<file path="config.mk">
export PLATFORM = sky130hd
export DESIGN_NAME = symbol_draw_sequencer_flat
export DESIGN_NICKNAME = d
export VERILOG_FILES = /design/src/rtl/symbol_draw_sequencer_if.sv /design/src/rtl/symbol_draw_sequencer.sv /design/src/flat_wrapper.sv
export SDC_FILE = /design/constraint.sdc
export NUM_CORES = 1
export LEC_CHECK = 0
export ABC_AREA = 1
export BUFFER_PORTS_ARGS = -buffer_cell sky130_fd_sc_hd__buf_4
export CAP_MARGIN = 15
export CORE_MARGIN = 2
export CORE_UTILIZATION = 58
export DETAILED_ROUTE_END_ITERATION = 8
export PLACE_DENSITY = 0.94
export SLEW_MARGIN = 10
export SYNTH_ARGS = -nofsm -noshare
export SYNTH_HDL_FRONTEND = slang
export SYNTH_SLANG_ARGS = --single-unit
</file>
<file path="constraint.sdc">
create_clock -name clk -period 3.2 [get_ports clk]
set_input_delay 0.32 -clock clk [delete_from_list [all_inputs] [get_ports clk]]
set_output_delay 0.32 -clock clk [all_outputs]
set_load 0.02 [all_outputs]
</file>
<file path="src/rtl/symbol_draw_sequencer_if.sv">
// Host and symbol-drawer signal bundle for the grid draw sequencer.
interface symbol_draw_sequencer_if;
  localparam int unsigned MASK_W = 16;
  localparam int unsigned X_W    = 8;
  localparam int unsigned Y_W    = 7;

  logic             start;
  logic [MASK_W-1:0] cell_mask;
  logic             sym_done;
  logic             sym_in;
  logic [X_W-1:0]   sym_x;
  logic [Y_W-1:0]   sym_y;
  logic             plot;
  logic             busy;
  logic             done;
  logic             error;

  modport master (
    output start, cell_mask, sym_done,
    input  sym_in, sym_x, sym_y, plot, busy, done, error
  );

  modport slave (
    input  start, cell_mask, sym_done,
    output sym_in, sym_x, sym_y, plot, busy, done, error
  );
endinterface

</file>
<file path="src/rtl/symbol_draw_sequencer.sv">
// Walks a 4x4 grid of cells, enabling an external symbol drawer at each
// occupied cell's origin, with a per-cell draw timeout and sticky error.
module symbol_draw_sequencer #(
  parameter logic [7:0] X0      = 8'd48,
  parameter logic [6:0] Y0      = 7'd28,
  parameter logic [5:0] TIMEOUT = 6'd63
) (
  input  logic                   clk,
  input  logic                   reset_n,
  symbol_draw_sequencer_if.slave bus
);
  localparam int unsigned MASK_W = 16;
  localparam int unsigned IDX_W  = 4;
  localparam int unsigned CNT_W  = 6;
  localparam int unsigned X_W    = 8;
  localparam int unsigned Y_W    = 7;
  localparam logic [IDX_W-1:0] LAST_IDX = IDX_W'(MASK_W - 1);

  typedef enum logic [2:0] {
    IDLE   = 3'd0,
    LOAD   = 3'd1,
    SCAN   = 3'd2,
    DRAW   = 3'd3,
    GAP    = 3'd4,
    NEXT   = 3'd5,
    FINISH = 3'd6
  } state_e;

  state_e            state_q, state_d;
  logic [MASK_W-1:0] mask_q, mask_d;
  logic [IDX_W-1:0]  idx_q, idx_d;
  logic [CNT_W-1:0]  cnt_q, cnt_d;
  logic              err_q, err_d;
  logic [X_W-1:0]    x_q, x_d;
  logic [Y_W-1:0]    y_q, y_d;
  logic              sym_in_q, plot_q, busy_q, done_q;

  // Cell origin: column/row index scaled by the 16-pixel cell pitch, wrapping.
  function automatic logic [X_W-1:0] cell_x(input logic [IDX_W-1:0] i);
    return X0 + {2'b00, i[1:0], 4'b0000};
  endfunction

  function automatic logic [Y_W-1:0] cell_y(input logic [IDX_W-1:0] i);
    return Y0 + {1'b0, i[3:2], 4'b0000};
  endfunction

  always_ff @(posedge clk or negedge reset_n) begin
    if (!reset_n) begin
      state_q  <= IDLE;
      mask_q   <= '0;
      idx_q    <= '0;
      cnt_q    <= '0;
      err_q    <= 1'b0;
      x_q      <= X0;
      y_q      <= Y0;
      sym_in_q <= 1'b0;
      plot_q   <= 1'b0;
      busy_q   <= 1'b0;
      done_q   <= 1'b0;
    end else begin
      state_q  <= state_d;
      mask_q   <= mask_d;
      idx_q    <= idx_d;
      cnt_q    <= cnt_d;
      err_q    <= err_d;
      x_q      <= x_d;
      y_q      <= y_d;
      sym_in_q <= (state_d == DRAW);
      plot_q   <= (state_q == DRAW);
      busy_q   <= (state_d != IDLE);
      done_q   <= (state_d == FINISH);
    end
  end

  always_comb begin
    state_d = state_q;
    mask_d  = mask_q;
    idx_d   = idx_q;
    cnt_d   = cnt_q;
    err_d   = err_q;
    x_d     = x_q;
    y_d     = y_q;
    unique case (state_q)
      IDLE: if (bus.start) state_d = LOAD;
      LOAD: begin
        mask_d  = bus.cell_mask;
        idx_d   = '0;
        err_d   = 1'b0;
        cnt_d   = '0;
        x_d     = cell_x('0);
        y_d     = cell_y('0);
        state_d = SCAN;
      end
      SCAN: state_d = mask_q[idx_q] ? DRAW : NEXT;
      // A completion in the timeout cycle still counts as a clean finish.
      DRAW: begin
        cnt_d = CNT_W'(cnt_q + 1'b1);
        if (bus.sym_done) begin
          state_d = GAP;
        end else if (cnt_d == TIMEOUT) begin
          err_d   = 1'b1;
          state_d = GAP;
        end
      end
      GAP: begin
        cnt_d   = '0;
        state_d = NEXT;
      end
      NEXT: begin
        if (idx_q == LAST_IDX) begin
          state_d = FINISH;
        end else begin
          idx_d   = IDX_W'(idx_q + 1'b1);
          x_d     = cell_x(IDX_W'(idx_q + 1'b1));
          y_d     = cell_y(IDX_W'(idx_q + 1'b1));
          state_d = SCAN;
        end
      end
      FINISH: state_d = IDLE;
      default: state_d = IDLE;
    endcase
  end

  assign bus.sym_in = sym_in_q;
  assign bus.plot   = plot_q;
  assign bus.busy   = busy_q;
  assign bus.done   = done_q;
  assign bus.error  = err_q;
  assign bus.sym_x  = x_q;
  assign bus.sym_y  = y_q;
endmodule

</file>
<file path="src/flat_wrapper.sv">
// flat-port wrapper written by rule: the top's interface ports become plain ports
module symbol_draw_sequencer_flat 
#(
  parameter logic [7:0] X0      = 8'd48,
  parameter logic [6:0] Y0      = 7'd28,
  parameter logic [5:0] TIMEOUT = 6'd63
)
  (clk, reset_n, bus_start, bus_cell_mask, bus_sym_done, bus_sym_in, bus_sym_x, bus_sym_y, bus_plot, bus_busy, bus_done, bus_error);
  symbol_draw_sequencer_if bus_i ();
  input  logic clk;
  input  logic reset_n;
  input wire logic [$bits(bus_i.start)-1:0] bus_start;
  input wire logic [$bits(bus_i.cell_mask)-1:0] bus_cell_mask;
  input wire logic [$bits(bus_i.sym_done)-1:0] bus_sym_done;
  output wire logic [$bits(bus_i.sym_in)-1:0] bus_sym_in;
  output wire logic [$bits(bus_i.sym_x)-1:0] bus_sym_x;
  output wire logic [$bits(bus_i.sym_y)-1:0] bus_sym_y;
  output wire logic [$bits(bus_i.plot)-1:0] bus_plot;
  output wire logic [$bits(bus_i.busy)-1:0] bus_busy;
  output wire logic [$bits(bus_i.done)-1:0] bus_done;
  output wire logic [$bits(bus_i.error)-1:0] bus_error;
  assign bus_i.start = bus_start;
  assign bus_i.cell_mask = bus_cell_mask;
  assign bus_i.sym_done = bus_sym_done;
  assign bus_sym_in = bus_i.sym_in;
  assign bus_sym_x = bus_i.sym_x;
  assign bus_sym_y = bus_i.sym_y;
  assign bus_plot = bus_i.plot;
  assign bus_busy = bus_i.busy;
  assign bus_done = bus_i.done;
  assign bus_error = bus_i.error;
  symbol_draw_sequencer #(.X0(X0), .Y0(Y0), .TIMEOUT(TIMEOUT)) u_core (.clk(clk), .reset_n(reset_n), .bus(bus_i));
endmodule
</file>
==> results.txt, run 1 <==
Hold Path Origin = bus_cell_mask[5]
Number of DRC markers in iteration 0 = 124
Layout cells sized above 1 = 0.198
Synth unique cells = 32
Final Wtd Congestion = 0.910
CTS tree = yes
Die area = 3980 um2
R2R depth = 9
Synth Register Bits = 40
Synthesis-to-finish area growth = 14.5%
Worst-skew pair later-pin latency = 0.34 ns
Hold path cells = 3
Via/cell ratio = 5.00
Num rows = 21
VDD IR-drop max = 0.441 mV
Yosys warns = 0
Max Transition Viols Final = 0
Final instance area = 2320 um2
Mean post-synth cell area = 8.14 um2
Reg2Reg Launch Point = u_core.idx_q[0]$_DFFE_PN0P_
Synth Instances = 249
Setup bufs post-CTS = 0
Number of port buffers = 30
Yosys top cell area share = 0.457
WP data required = 3.49 ns
Clk_skew = 0.0108 ns
Hold Path Class = in2reg
Post-Syn Area = 2030 um2
Synth Area in XOR/XNOR = 0.0173
Count leader, synth = nand2_1
Initial DRT Pass Iterations = 5
Placed instance area = 2250 um2
Leakage = 1.24 nW
Most instantiated cells after synthesis = nand2_1 (84), dfrtp_1 (37), inv_1 (27)
R2r setup slk = 1.40 ns
Core area = 3340 um2
Setup_tns = 0 ns
Max Fclk = 555 MHz
Synth top area cells = dfrtp_1 (46%), nand2_1 (16%), inv_1 (5.0%)
Crit start category = register
Final WL = 3.73 mm
Post-synth top flop = dfrtp_1
Min cycle time layout = 1.80 ns
Largest net degree at the start of global routing = 41
Clock Sink Count = 40
Chip width = 63.1 um
WHS = 0.169 ns
Max capacitance violation total = 0
DP HPWL = 2.81 mm
Nets = 306
Hold endpoint = u_core.mask_q[5]$_DFFE_PN0P_
Total number of vias = 1645
Critical path type = reg2reg
Simple-gate area share of the yosys netlist = 0.261
Residual DRC = 0
Final setup fails = 0
IO Pins = 40
Slew headroom = 0.578
Initial Utilization = 0.607
Post-synth EDFFs = 0
Via count of the first global-routing pass = 1613
Post-synthesis adder-cell area fraction = 0.0247
PD cells = 821 nW/um2
CP endpoint kind = register
Status = finished clean
CTS clk-pin slew, worst paths = 0.11 ns
Design Power = 1.91 mW
Root Driver = clkbuf_4
Final period utilization = 0.563
RSZ-0062 raised after global routing = false
CTS Buf Count = 5
Post-synthesis mux area share = 0
First-pass GRT wire length = 6.73 mm
Seq/Total Area, Yosys = 0.496
H-tree levels = 2
Worst-path fanout max = 16
Wire per inst = 11.3 um
Largest family of logic cells by synthesized area = simple AND/OR/NAND/NOR gates
Largest area contributor in the synthesized netlist = dfrtp_1
Ys async rst share = 1.00
Congestion Overflow GR = 0
Worst EP arrival = 2.09 ns
CTS max path bufs = 2
# diodes = 0
ANT nets after route = 0
GRT Resource Usage Total = 0.216
Compound-Gate Fraction of Synth Area = 0.0864
R2r endpoint = u_core.bus.sym_x[4]$_DFFE_PN1P_
Slew @ Worst Pin = 0.626 ns
Hold Vio Cnt, Final = 0
Initial antenna violation count = 0
Die Height = 63.1 um
[final cells by class]
| class | count | area [um2] |
|---|---|---|
| Clock buffer | 6 | 51.3 |
| Clock inverter | 2 | 10.0 |
| Fill cell | 263 | 1020 |
| Inverter | 33 | 131 |
| Multi-Input combinational cell | 170 | 823 |
| Sequential cell | 40 | 1000 |
| Tap cell | 46 | 57.6 |
| Timing Repair Buffer | 32 | 243 |
[where the power goes]
part | switching [mW] | leakage, nW | internal [mW]
clock | 0.157 | 0.0380 | 0.105
sequential | 0.135 | 0.509 | 0.698
combinational | 0.514 | 0.688 | 0.297
total | 0.806 | 1.24 | 1.10
[worst max path at each step]
stage / end / from / slack (ns)
final: u_core.bus.sym_x[4]$_DFFE_PN1P_ / u_core.idx_q[0]$_DFFE_PN0P_ / 1.40
after global routing: u_core.bus.busy$_DFF_PN0_ / u_core.idx_q[0]$_DFFE_PN0P_ / 1.21
after CTS: u_core.bus.sym_x[4]$_DFFE_PN1P_ / u_core.idx_q[0]$_DFFE_PN0P_ / 1.41
after detailed placement: u_core.bus.sym_x[4]$_DFFE_PN1P_ / u_core.idx_q[0]$_DFFE_PN0P_ / 1.44
after global placement: u_core.idx_q[0]$_DFFE_PN0P_ / u_core.idx_q[0]$_DFFE_PN0P_ / 1.55
after floorplan: u_core.bus.busy$_DFF_PN0_ / u_core.cnt_q[1]$_DFFE_PN0P_ / 1.74
[registers in the layout, indices dropped and copies added (netlist names)]
register / cells
u_core.mask_q: 16
u_core.cnt_q: 6
u_core.idx_q: 4
u_core.bus.sym_x: 3
u_core.bus.sym_y: 3
u_core.state_q: 3
u_core.bus.busy: 1
u_core.bus.done: 1
u_core.bus.error: 1
u_core.bus.plot: 1
u_core.bus.sym_in: 1
[routing by layer]
layer	routed length, um	GRT usage
met5	0	0
met4	84	0.117
met1	1700	0.278
met2	1770	0.340
met3	183	0.0482
[cells in the final DEF (no fill, tap or decap), drive strengths merged]
cell type,n
buf,31
o22ai,3
or2,1
xnor2,1
nand2,85
a22o,2
a31oi,1
a21oi,5
dlygate4sd3,1
nand3,15
ha,4
xor2,3
conb,9
dfstp,3
nand4,2
nor3,4
clkbuf,6
inv,33
dfrtp,37
clkinv,2
o21a,1
a21o,1
nor2,16
o21ai,17
[kinds of logic (layout without fill, tap and decap cells)]
kind of cell / count (synthesis) / after routing
buffers and inverters: 46 / 73
xor gates and xnor gates: 4 / 4
other: 2 / 9
DFF: 40 / 40
adders and majority gates: 4 / 4
AOI/OAI and AO/OA: 30 / 30
and+or+nand+nor: 123 / 123
[through the flow]
step                      instances  setup WS (ns)  utilization
final                           329           1.40        0.696
after CTS                       329           1.41        0.696
after global placement          320           1.55        0.674
after detailed placement        320           1.44        0.674
after global routing            329           1.21        0.696
after floorplan                 256           1.74            -
[critical path, cell delays in order, from the launching register on]
cell and delay [ns]:
dfrtp_1 0.64, ha_1 0.29, nand2_1 0.09, nor2_1 0.15, nor2_2 0.09, inv_2 0.12, nand2_8 0.08, inv_6 0.08
a21oi_2 0.04, a21o_1 0.16
[what timing repair did]
action,4_1_cts,5_1_grt
hold endpoints to repair,37,0
hold buffers,1,0
gates resized for setup,0,0
(Power assumes the default switching activity.)
==> run 2, diff against run 1 <==
--- a/config.mk
+++ b/config.mk
@@ -9,9 +9,9 @@
 export BUFFER_PORTS_ARGS = -buffer_cell sky130_fd_sc_hd__buf_4
 export CAP_MARGIN = 15
 export CORE_MARGIN = 2
-export CORE_UTILIZATION = 58
+export CORE_UTILIZATION = 54
 export DETAILED_ROUTE_END_ITERATION = 8
-export PLACE_DENSITY = 0.94
+export PLACE_DENSITY = 0.89
 export SLEW_MARGIN = 10
 export SYNTH_ARGS = -nofsm -noshare
 export SYNTH_HDL_FRONTEND = slang
==> constraint.sdc (replaced) <==
create_clock -name clk -period 1.86 [get_ports clk]
set_input_delay 0.186 -clock clk [delete_from_list [all_inputs] [get_ports clk]]
set_output_delay 0.186 -clock clk [all_outputs]
set_load 0.02 [all_outputs]
==> results.txt, run 2 (same netlist as run 1, synthesis figures left out) <==
Residual DRC = 0 (unchanged)
Nets = 307 (+0.33%)
Total number of vias = 1617 (-1.7%)
Setup_tns = 0 ns (unchanged)
Most common cell after layout, fill and taps aside = nand2_1
Synthesis-to-finish area growth = 17.1%
Chip width = 65.3 um (+3.4%)
Setup bufs post-CTS = 0 (unchanged)
Num rows = 22 (+4.8%)
Layout cells sized above 1 = 0.208 (+0.00987)
CTS Buf Count = 5 (unchanged)
# diodes = 0 (unchanged)
Clock share of power = 0.169 (+0.032)
WP data required = 2.03 ns (-1.46 ns)
Crit start category = register
CP endpoint kind = register
Max Transition Viols Final = 0 (unchanged)
Via/cell ratio = 4.87 (-2.6%)
Sw Pwr = 1.44 mW (+78%)
CTS max path bufs = 2 (unchanged)
DP HPWL = 2.93 mm (+4.0%)
Wire per inst = 11.7 um (+3.1%)
GRT Resource Usage Total = 0.210 (-0.00576)
P_int = 2.03 mW (+84%)
Reg power frac = 0.404 (-0.033)
Most frequent cells in the layout = nand2_1 (84), dfrtp_1 (37), buf_4 (32)
Number of port buffers = 30 (unchanged)
R2r endpoint = u_core.bus.busy$_DFF_PN0_
First-pass GRT wire length = 6.75 mm (+0.21%)
Clk_skew = 0.00595 ns (-0.00481 ns)
R2R depth = 9 (unchanged)
Final worst slack = 0.195 ns (-1.20 ns)
Largest registers = u_core.mask_q (16), u_core.cnt_q (6), u_core.idx_q (4)
Post-place setup slack = 0.193 ns (-1.25 ns)
Root Driver = clkbuf_8
Clock Sink Count = 40 (unchanged)
Final period utilization = 0.895 (+0.333)
Status = finished clean
Setup crit start = u_core.cnt_q[1]$_DFFE_PN0P_
CTS tree = yes
Die Height = 65.3 um (+3.4%)
Max reg flops = 16 (unchanged)
Die area = 4260 um2 (+6.9%)
Max Fclk = 600 MHz (+8.1%)
Slew @ Worst Pin = 0.619 ns (-0.00712 ns)
Slew headroom = 0.583 (+0.00479)
Leakage = 1.25 nW (+1.2%)
Combinational share of power = 0.427 (about the same)
Final Wtd Congestion = 0.969 (+6.5%)
IO Pins = 40 (unchanged)
WHS = 0.0858 ns (-0.0829 ns)
Final WL = 3.88 mm (+4.0%)
Worst-path fanout max = 5 (-11)
Critical Path End = u_core.bus.busy$_DFF_PN0_
Hold Path Class = in2reg
Reg2Reg Launch Point = u_core.cnt_q[1]$_DFFE_PN0P_
Initial DRT Pass Iterations = 4 (-1)
Largest net degree at the start of global routing = 41 (unchanged)
Core area = 3630 um2 (+8.9%)
Initial antenna violation count = 0 (unchanged)
Congestion Overflow GR = 0 (unchanged)
ANT nets after route = 0 (unchanged)
H-tree levels = 2 (unchanged)
Final setup fails = 0 (unchanged)
Initial Utilization = 0.558 (-0.0496)
Switching share of total power = 0.415 (-0.00821)
Fill count = 294 (+12%)
Number of DRC markers in iteration 0 = 112 (-9.7%)
Most flop-heavy register = u_core.mask_q
R2r setup slk = 0.19 ns (-1.20 ns)
Max capacitance violation total = 0 (unchanged)
CTS clk-pin slew, worst paths = 0.08 ns (-0.03 ns)
Min cycle time layout = 1.67 ns (-0.136 ns)
Critical path type = reg2reg
Worst-skew pair later-pin latency = 0.29 ns (-0.05 ns)
Hold Vio Cnt, Final = 0 (unchanged)
Via count of the first global-routing pass = 1544 (-4.3%)
Worst EP arrival = 1.83 ns (-0.26 ns)
VDD IR-drop max = 0.738 mV (+67%)
PD cells = 1460 nW/um2 (+78%)
## run 2: cell count changes in the layout (fill, tap and decap cells not counted), sizes merged
| cell | delta |
|---|---|
| buf | +1 |
| clkinvlp | +1 |
| inv | -1 |
## run 2: critical path, cell delays in order, from the launching register on
cell and delay, ns:
dfrtp_1 0.43, ha_1 0.23, nand2_1 0.09, nand3_1 0.12, nor2_1 0.14, nand3_1 0.12, nand2_1 0.10, nand2_1 0.05
nor2_1 0.17, nand3_1 0.10
## run 2: repair_timing
| action | 4_1_cts | 5_1_grt |
|---|---|---|
| setup endpoints to repair | 0 | 1 |
| endpoints found under the hold margin | 37 | 0 |
| gates resized for setup | 0 | 2 |
| hold buffers | 1 | 0 |
## run 2: per-layer routing
metal  part of all wire  GRT usage
met2               0.50      0.341
met3              0.035     0.0514
met5                  0          0
met4              0.016     0.0833
met1               0.45      0.272
## run 2: power groups by stage
stage	logic [mW]	clock network (mW)	registers, mW
6_report	1.48	0.584	1.40
5_1_grt	1.68	0.639	1.44
4_1_cts	1.48	0.592	1.40
3_5_place_dp	1.47	0	1.41
3_3_place_gp	1.41	0	1.39
2_1_floorplan	1.01	0	1.46
## run 2: final cells by class
class	instances	area [um2]	share of cell area
Sequential cell	40	1000	0.423
Multi-Input combinational cell	170	831	0.350
Timing Repair Buffer	33	250	0.105
Inverter	33	135	0.0569
Clock buffer	6	82.6	0.0348
Tap cell	48	60.1	0.0253
Clock inverter	2	10.0	0.00422
## run 2: per-stage QoR
step           std cells  total power, mW   util  area (um2)
2_1_floorplan        256             2.48      -        2050
3_3_place_gp         323             2.80  0.622        2260
3_5_place_dp         323             2.88  0.622        2260
4_1_cts              332             3.47  0.650        2360
5_1_grt              332             3.76  0.653        2370
6_report             332             3.46  0.653        2370
## run 2: worst min path at each step
stage                                 start                            end  cells after the start
after detailed placement            reset_n   u_core.mask_q[7]$_DFFE_PN0P_                      1
final                     bus_cell_mask[12]  u_core.mask_q[12]$_DFFE_PN0P_                      3
after global placement              reset_n   u_core.mask_q[7]$_DFFE_PN0P_                      1
after global routing       bus_cell_mask[3]   u_core.mask_q[3]$_DFFE_PN0P_                      3
after CTS                 bus_cell_mask[11]  u_core.mask_q[11]$_DFFE_PN0P_                      3
after floorplan                     reset_n      u_core.bus.busy$_DFF_PN0_                      0
